## src/rtl/addmul_pkg.sv

```systemverilog
// Shared constants and state encoding for the add/multiply sequencing controller.
package addmul_pkg;

    localparam int unsigned OPND_W = 32;
    localparam int unsigned BYTE_W = 8;
    localparam int unsigned PP_W   = OPND_W + BYTE_W;
    localparam int unsigned ACC_W  = 2 * OPND_W;
    localparam int unsigned K_W    = 2;

    localparam logic OP_ADD = 1'b0;
    localparam logic OP_MUL = 1'b1;

    typedef enum logic [1:0] {
        ST_IDLE = 2'd0,
        ST_ADD  = 2'd1,
        ST_MUL  = 2'd2,
        ST_DONE = 2'd3
    } state_t;

endpackage

```

## src/rtl/pp_mul_32x8.sv

```systemverilog
// Combinational 32x8 partial-product unit; k selects which byte of b multiplies a.
// Ports: a (32), b (32), k (2) byte select; pp_c (40) = a * b[8k+7:8k].
module pp_mul_32x8
    import addmul_pkg::*;
(
    input  logic [OPND_W-1:0] a,
    input  logic [OPND_W-1:0] b,
    input  logic [K_W-1:0]    k,
    output logic [PP_W-1:0]   pp_c
);

    logic [BYTE_W-1:0] b_byte;

    always_comb begin
        b_byte = b[7:0];
        unique case (k)
            2'd0: b_byte = b[7:0];
            2'd1: b_byte = b[15:8];
            2'd2: b_byte = b[23:16];
            2'd3: b_byte = b[31:24];
            default: b_byte = b[7:0];
        endcase
        pp_c = PP_W'(a) * PP_W'(b_byte);
    end

endmodule

```

## src/rtl/rca_32.sv

```systemverilog
// 32-bit ripple-carry adder.
// Ports: a, b (32), cin; sum_c (32), cout_c.
module rca_32
    import addmul_pkg::*;
(
    input  logic [OPND_W-1:0] a,
    input  logic [OPND_W-1:0] b,
    input  logic              cin,
    output logic [OPND_W-1:0] sum_c,
    output logic              cout_c
);

    logic [OPND_W:0] carry;

    assign carry[0] = cin;

    for (genvar i = 0; i < OPND_W; i++) begin : g_fa
        assign sum_c[i]     = a[i] ^ b[i] ^ carry[i];
        assign carry[i + 1] = (a[i] & b[i]) | (carry[i] & (a[i] ^ b[i]));
    end

    assign cout_c = carry[OPND_W];

endmodule

```

## src/rtl/addmul_seq_ctrl.sv

```systemverilog
// Sequencing controller for the shared 32-bit adder / 32x8 multiplier datapath.
// ADD takes one cycle; MUL shift-accumulates four byte partial products into a
// 64-bit product, optionally stopping once the remaining bytes of B are zero.
// Ports: clk, nrst (async active-low); in_valid/in_ready request handshake with
// op (0 ADD, 1 MUL), a, b; out_valid/out_ready result handshake with result (64);
// busy high whenever not idle.
module addmul_seq_ctrl
    import addmul_pkg::*;
#(
    parameter bit          EARLY_EXIT = 1'b1,
    parameter int unsigned ACC_W      = addmul_pkg::ACC_W
) (
    input  logic              clk,
    input  logic              nrst,
    input  logic              in_valid,
    output logic              in_ready,
    input  logic              op,
    input  logic [OPND_W-1:0] a,
    input  logic [OPND_W-1:0] b,
    output logic              out_valid,
    input  logic              out_ready,
    output logic [ACC_W-1:0]  result,
    output logic              busy
);

    state_t             state_q, state_d;
    logic [OPND_W-1:0]  a_q, a_d;
    logic [OPND_W-1:0]  b_q, b_d;
    logic [ACC_W-1:0]   acc_q, acc_d;
    logic [K_W-1:0]     k_q, k_d;
    logic [ACC_W-1:0]   result_q, result_d;
    logic               out_valid_q, out_valid_d;
    logic               in_ready_q, in_ready_d;
    logic               busy_q, busy_d;

    logic [PP_W-1:0]    pp;
    logic [OPND_W-1:0]  sum;
    logic               cout;
    logic [ACC_W-1:0]   acc_sum;
    logic               hi_zero;
    logic               mul_last;

    // Datapath sees only the latched operands.
    pp_mul_32x8 u_pp (
        .a    (a_q),
        .b    (b_q),
        .k    (k_q),
        .pp_c (pp)
    );

    rca_32 u_add (
        .a      (a_q),
        .b      (b_q),
        .cin    (1'b0),
        .sum_c  (sum),
        .cout_c (cout)
    );

    // Shift-accumulate of the current byte's partial product; cannot overflow 64 bits.
    always_comb begin
        acc_sum = acc_q + (ACC_W'(pp) << {k_q, 3'b000});
    end

    // True when every byte of B above the current one is zero.
    always_comb begin
        hi_zero = 1'b1;
        unique case (k_q)
            2'd0: hi_zero = (b_q[31:8]  == 24'd0);
            2'd1: hi_zero = (b_q[31:16] == 16'd0);
            2'd2: hi_zero = (b_q[31:24] == 8'd0);
            2'd3: hi_zero = 1'b1;
            default: hi_zero = 1'b1;
        endcase
        mul_last = (k_q == 2'd3) || (EARLY_EXIT && hi_zero);
    end

    // Next-state and registered-output logic.
    always_comb begin
        state_d     = state_q;
        a_d         = a_q;
        b_d         = b_q;
        acc_d       = acc_q;
        k_d         = k_q;
        result_d    = result_q;
        out_valid_d = out_valid_q;

        unique case (state_q)
            ST_IDLE: begin
                if (in_valid && in_ready_q) begin
                    a_d     = a;
                    b_d     = b;
                    acc_d   = '0;
                    k_d     = '0;
                    state_d = (op == OP_MUL) ? ST_MUL : ST_ADD;
                end
            end
            ST_ADD: begin
                result_d    = ACC_W'({cout, sum});
                out_valid_d = 1'b1;
                state_d     = ST_DONE;
            end
            ST_MUL: begin
                acc_d = acc_sum;
                if (mul_last) begin
                    result_d    = acc_sum;
                    out_valid_d = 1'b1;
                    state_d     = ST_DONE;
                end else begin
                    k_d = k_q + 2'd1;
                end
            end
            ST_DONE: begin
                if (out_ready) begin
                    out_valid_d = 1'b0;
                    state_d     = ST_IDLE;
                end
            end
            default: state_d = ST_IDLE;
        endcase

        in_ready_d = (state_d == ST_IDLE);
        busy_d     = (state_d != ST_IDLE);
    end

    always_ff @(posedge clk or negedge nrst) begin
        if (!nrst) begin
            state_q     <= ST_IDLE;
            a_q         <= '0;
            b_q         <= '0;
            acc_q       <= '0;
            k_q         <= '0;
            result_q    <= '0;
            out_valid_q <= 1'b0;
            in_ready_q  <= 1'b1;
            busy_q      <= 1'b0;
        end else begin
            state_q     <= state_d;
            a_q         <= a_d;
            b_q         <= b_d;
            acc_q       <= acc_d;
            k_q         <= k_d;
            result_q    <= result_d;
            out_valid_q <= out_valid_d;
            in_ready_q  <= in_ready_d;
            busy_q      <= busy_d;
        end
    end

    assign in_ready  = in_ready_q;
    assign out_valid = out_valid_q;
    assign result    = result_q;
    assign busy      = busy_q;

endmodule

```

## config.mk

```make
export PLATFORM = sky130hd
export DESIGN_NAME = addmul_seq_ctrl
export DESIGN_NICKNAME = d
export VERILOG_FILES = /design/src/rtl/addmul_pkg.sv /design/src/rtl/pp_mul_32x8.sv /design/src/rtl/rca_32.sv /design/src/rtl/addmul_seq_ctrl.sv
export SDC_FILE = /design/constraint.sdc
export NUM_CORES = 1
export LEC_CHECK = 0
export BUFFER_PORTS_ARGS = -buffer_cell sky130_fd_sc_hd__buf_2
export CAP_MARGIN = 20
export CORE_MARGIN = 2
export CORE_UTILIZATION = 35
export DETAILED_ROUTE_END_ITERATION = 7
export GPL_TIMING_DRIVEN = 0
export PLACE_DENSITY = 0.57
export SETUP_SLACK_MARGIN = 0.15
export SYNTH_ARGS = -nofsm -noshare
export SYNTH_HDL_FRONTEND = slang
export SYNTH_SLANG_ARGS = --single-unit
export TNS_END_PERCENT = 20
```

## constraint.sdc

```tcl
create_clock -name clk -period 12.3 [get_ports clk]
set_clock_uncertainty 0.1 [all_clocks]
set_input_delay 2.46 -clock clk [delete_from_list [all_inputs] [get_ports clk]]
set_output_delay 2.46 -clock clk [all_outputs]
set_load 0.02 [all_outputs]
```

---- Yosys cells after proc, flatten, opt, wreduce, memory -nomap -nowiden ----
Cells that the tools add are included.
cells by class
  mux-type cells .......................... 17
  add/subtract/negate cells ............... 2
  shift operators ......................... 1
  reduce and logical (&&, ||, !) cells .... 17
  equal/unequal tests ..................... 10
  bitwise gates (word level) .............. 157
  multiply operators ...................... 1
operator list
  cell                                                              count
  64-bit one-hot mux with 2 select lines                            2
  64-bit two-way mux                                                2
  64-bit adder                                                      1
  40-bit by 5-bit left shift with 64-bit output                     1
  1-bit AND                                                         63
  1-bit bitwise XOR                                                 63
  32-bit by 8-bit multiplier with 40-bit output                     1
  8-bit one-hot mux with 4 select lines                             1
  1-bit bitwise OR                                                  31
  24-bit logical NOT                                                1
  16-bit logical NOT                                                1
  2-bit two-way mux                                                 6
  2-bit == test (second input constant)                             4
  8-bit logical NOT                                                 1
  2-bit inequality test (second input constant)                     4
  2-bit one-hot mux with 4 select lines                             1
  2-bit logical NOT                                                 3
  2-bit AND reduction                                               3
  3-bit AND reduction                                               2
  2-bit nonzero test                                                3
  2-bit by 1-bit == test with 1-bit output (second input constant)  2
  1-bit one-hot mux with 4 select lines                             1
  2-bit one-hot mux with 2 select lines                             1
  1-bit one-hot mux with 3 select lines                             1
  other kinds (5)                                                   6
storage, ports and cells
  output and inout bits ................... 67
  logic and storage cells ................. 214
  bits in registers ....................... 199
  bits of input ports ..................... 69

---- Depth between registers and ports, before layout ----
  depth in word-level cells ............... 64
  gate-level depth with buffers ........... 40
  gate-level depth less buffers ........... 37

---- Cells and area by module ----
A second synthesis with hierarchy kept.
unflattened totals
  cells, all modules ...................... 2290
  area total of the unflattened synthesis .. 21229.1 µm²
by module, submodules not included
  module           area an instance (µm²)  times used  cells each  sequential area each (µm²)
  addmul_seq_ctrl  12274.3                 1           1305        4981.0
  pp_mul_32x8      8276.7                  1           943         0.0
  rca_32           678.2                   1           42          0.0

---- Worst setup path before layout ----
No wires, ideal clock.
  kind .................................... flip-flop to flip-flop
  from .................................... register a_q[0]
  to ...................................... register result_q[31], in the netlist result[31]
  library setup time ...................... 0.065 ns
  arrival time ............................ 12.571 ns
  clock period less this slack ............ 12.736 ns
  setup slack ............................. -0.436 ns
  path buffers ............................ 0
  data required time ...................... 12.135 ns
  stages on the path, launching flop included .. 38
  cell sequence ........................... dfrtp_1 > ha_1 > fa_1 > fa_1 > fa_1 > fa_1 > fa_1 > fa_1 > fa_1 > fa_1 > fa_1 > fa_1 > fa_1 > fa_1 > fa_1 > fa_1 > fa_1 > fa_1 > [... 2 more ...] > fa_1 > fa_1 > fa_1 > fa_1 > fa_1 > fa_1 > fa_1 > fa_1 > fa_1 > fa_1 > inv_1 > fa_1 > inv_1 > fa_1 > inv_1 > fa_1 > o21ai_0 > o22a_1
on the way
  longest elaborated chain between the ends .. 63
  elaborated cells on any way between the ends .. 67
  those cells by class .................... add/sub: 1; mul: 1; shift: 1; mux: 2; bitwise: 62
ends and longest elaborated chain
  what                                      line                    text
  start, declared                           addmul_seq_ctrl.sv:27   logic [OPND_W-1:0] a_q, a_d;
  start signal, assigned                    addmul_seq_ctrl.sv:128  a_q <= '0;
  start signal, assigned                    addmul_seq_ctrl.sv:138  a_q <= a_d;
  1-bit AND (2 in a row)                    rca_32.sv:19            assign carry[i + 1] = (a[i] & b[i]) | (carry[i] & (a[i] ^ b[i]));
  1-bit bitwise OR                          rca_32.sv:19
  1-bit AND                                 rca_32.sv:19
  1-bit bitwise OR                          rca_32.sv:19
  1-bit AND                                 rca_32.sv:19
  1-bit bitwise OR                          rca_32.sv:19
  1-bit AND                                 rca_32.sv:19
  1-bit bitwise OR                          rca_32.sv:19
  [... 46 more ...]                         -
  1-bit AND                                 rca_32.sv:19
  1-bit bitwise OR                          rca_32.sv:19
  1-bit AND                                 rca_32.sv:19
  1-bit bitwise OR                          rca_32.sv:19
  1-bit AND                                 rca_32.sv:19
  1-bit bitwise OR                          rca_32.sv:19
  1-bit bitwise XOR                         rca_32.sv:18            assign sum_c[i] = a[i] ^ b[i] ^ carry[i];
  64-bit one-hot mux with 2 select lines *  addmul_seq_ctrl.sv:87   unique case (state_q)
  end signal, assigned                      addmul_seq_ctrl.sv:142  result_q <= result_d;
  end, declared                             addmul_seq_ctrl.sv:31   logic [ACC_W-1:0] result_q, result_d;
Mark *: on every way between the ends. The rest lies on a longest branch, timed or not. The select of a mux whose other input is x is not followed.
A chain may end at the register's enable or synchronous reset.

---- Worst setup path after layout ----
Same ends and word-level chain as after synthesis.

==> impl_metrics.tcl <==
set metrics [dict create \
    outcome "finished clean" \
    vias_per_cell 5.44 \
    cts_tree "yes" \
    root_buffer "clkbuf_16" \
    synth_largest_area_cell "dfrtp_1" \
    cp-endpoint "result[31]" \
    firstDrtPassIters 8 \
    syn_inst 2325 \
    avgRoutedWirePerCell_um 21.8 \
    setup_slack_ns 0.278 \
    hold_buffers 0 \
    crit_start "a_q[0]" \
    drt_iter0_markers 1383 \
    path_buf_inv 3 \
    fin_cells 3269 \
    final.period_utilization_pct 97.7 \
    pin_count 136 \
    synth_common_cells "nand2_1 (379), fa_1 (212), dfrtp_1 (198), inv_1 (188), nor2_1 (137)" \
    reg2reg_from "a_q[0]" \
    worst_slew_pin_slew_ns 0.904 \
    netlist_area_mm2 0.0208 \
    fmax_mhz 83.2 \
    crit_required_ns 12.66 \
    first_global_vias 18400 \
    ant_nets 0 \
    placed_cells 3235 \
    syn_nets 2734 \
    cp_common_cell "fa_2" \
    hold_path_class "reg -> reg" \
    grt_pass1_wl_mm 110 \
    drc 0 \
    path_clk_slew_ns 0.09 \
    yosys-top-cells-area "dfrtp_1 (24%), fa_1 (20%), ha_1 (7.7%), nand2_1 (6.8%), and2_1 (3.5%)" \
    ys_types 80 \
    syn_area_per_cell_um2 8.95 \
    overflow 0 \
    yosysSeqAreaShare_pct 23.9 \
    synth.most_common_cell "nand2_1" \
    chipWidth_um 248 \
    grt_usage_pct 24.0 \
    r2r-end "result[31]" \
    crit_family "adder cells" \
    die_y_um 248 \
    grt_max_degree 111 \
    synth-async-reset-ratio_pct 100 \
    crit_path_max_fanout 2 \
    cts.sinks 199 \
    insertion_delay_ns 0.51 \
    clockBufferDepth 2 \
    numPortBuffers 135 \
    worstRegToRegCells 37 \
    worstPathArrival_ns 12.38 \
    rsz0062_at_grt "yes" \
    synth_edf_count 0 \
    crit_path_end_kind "register" \
    place_ws_ns -0.614 \
    num-nets-final 2892 \
    core_mm2 0.0589 \
    finalSetupTns_ns 0 \
    fin_crit_ns 12.02 \
    synthFlopType "dfrtp_1" \
    htree_levels 4 \
    yosys_warnings 0 \
    hpwl_mm 58.8 \
    cts-buffers-inserted 17 \
    drv_slew 0 \
    diodes 0 \
    initial_core_util_pct 35.3 \
    finalSetupViolations 0 \
    area_growth_pct 11.8 \
    finalHoldViolations 0 \
    relSlewSlack_pct 39.8 \
    worstSetupStartpointType "register" \
    synth-seq-cells 199 \
    cp_slowest_cell "fa_1" \
    rows 89 \
    antenna_found_initial 1 \
    synth_top_area_share_pct 23.8 \
    critical_path_depth 37 \
    slowest_delay_ns 0.45 \
    drive_gt1_share_pct 12.8 \
    maxCapViolCount 0 \
    min_from "result[34]" \
    rrSetupSlack_ns 0.28 \
    critical_path_class "reg -> reg" \
    fin_util_pct 39.5 \
    dieArea_mm2 0.0614 \
    finalWeightedCongestion 0.969 \
    wl_mm 71.4 \
    num_vias 17800 \
]
how the worst min path moves through the flow:
stage | slack, ns | to | depth (start not counted)
2_1_floorplan | 0.35 | acc_q[34] | 2
3_3_place_gp | 0.36 | result[43] | 2
3_5_place_dp | 0.37 | result[2] | 2
4_1_cts | 0.39 | result[2] | 2
5_1_grt | 0.41 | result[43] | 2
6_report | 0.38 | result[34] | 2
layer usage:
layer	part of all wire (%)	vias to the layer above	global-route usage (%)
met5	0	-	0
met4	2.6	0	7.29
met3	6.9	89	5.31
met2	46	607	38.5
met1	45	8927	32.4
li1	-	8164	-
layout make-up:
cell class                 instances  area (um2)
fill                            6009       35600
multi-input combinational       1794       14700
sequential                       199        4980
tap                              773         967
timing repair buffer             139         739
inverter                         189         709
buffer                           143         566
clock buffer                      17         425
clock inverter                    15         201
timing repair:
action | in CTS | in global routing
buffers inserted | 2 | 0
endpoints found under the hold margin | 0 | 0
setup endpoints to repair | 5 | 16
gates resized for setup | 13 | 28
pin swaps | 3 | 2
gates cloned | 0 | 0
registers in the layout, indices dropped and copies added (netlist names):
register / cells
k_q: 2
in_ready: 1
b_q: 32
out_valid: 1
state_q: 2
busy: 1
result: 64
a_q: 32
acc_q: 64
placed cells by master (no fill, tap or decap), types with 16 or more instances in the layout:
| cell type | count |
|---|---|
| nand2_1 | 379 |
| dfrtp_1 | 196 |
| inv_1 | 186 |
| fa_1 | 183 |
| buf_2 | 139 |
| nor2_1 | 137 |
| a21oi_1 | 132 |
| ha_1 | 127 |
| and2_1 | 117 |
| o21ai_0 | 106 |
| clkbuf_1 | 94 |
| mux2_2 | 64 |
| xnor2_1 | 52 |
| a21o_1 | 46 |
| a22o_1 | 44 |
| xor2_1 | 39 |
| buf_1 | 32 |
| nand4_1 | 29 |
| fa_2 | 29 |
| mux2i_1 | 22 |
| nand3_1 | 21 |
| a31oi_1 | 20 |
| o21bai_1 | 18 |
| o21a_1 | 18 |
| clkbuf_16 | 17 |
| a221oi_1 | 16 |
worst reg2reg max path, delay by kind of cell (launching register included):
| kind | cells | cell delay, ns |
|---|---|---|
| AO/OA/AOI/OAI | 2 | 0.28 |
| buffers and inverters | 3 | 0.17 |
| flip-flops | 1 | 0.44 |
| adder cells (fa/ha/maj) | 32 | 10.99 |
cells by family (layout without fill, tap and decap cells):
logic type	count (synthesis)	in the layout	share of synthesized area, %
AOI/OAI and AO/OA	511	511	16.6
muxes	90	90	4.77
adders and majority gates	340	340	28.1
xor gates and xnor gates	91	91	3.83
and+or+nand+nor	762	762	16.7
DFF	199	199	23.9
buffers and inverters	332	503	6.08
stage by stage:
step	cell area, um2	hold WS [ns]
2_1_floorplan	20900	0.352
3_3_place_gp	22500	0.356
3_5_place_dp	22500	0.368
4_1_cts	23200	0.387
5_1_grt	23300	0.405
6_report	23300	0.378
Power is not shown: default switching activity piles up to over one toggle a cycle in this logic, so the estimate is an artifact.
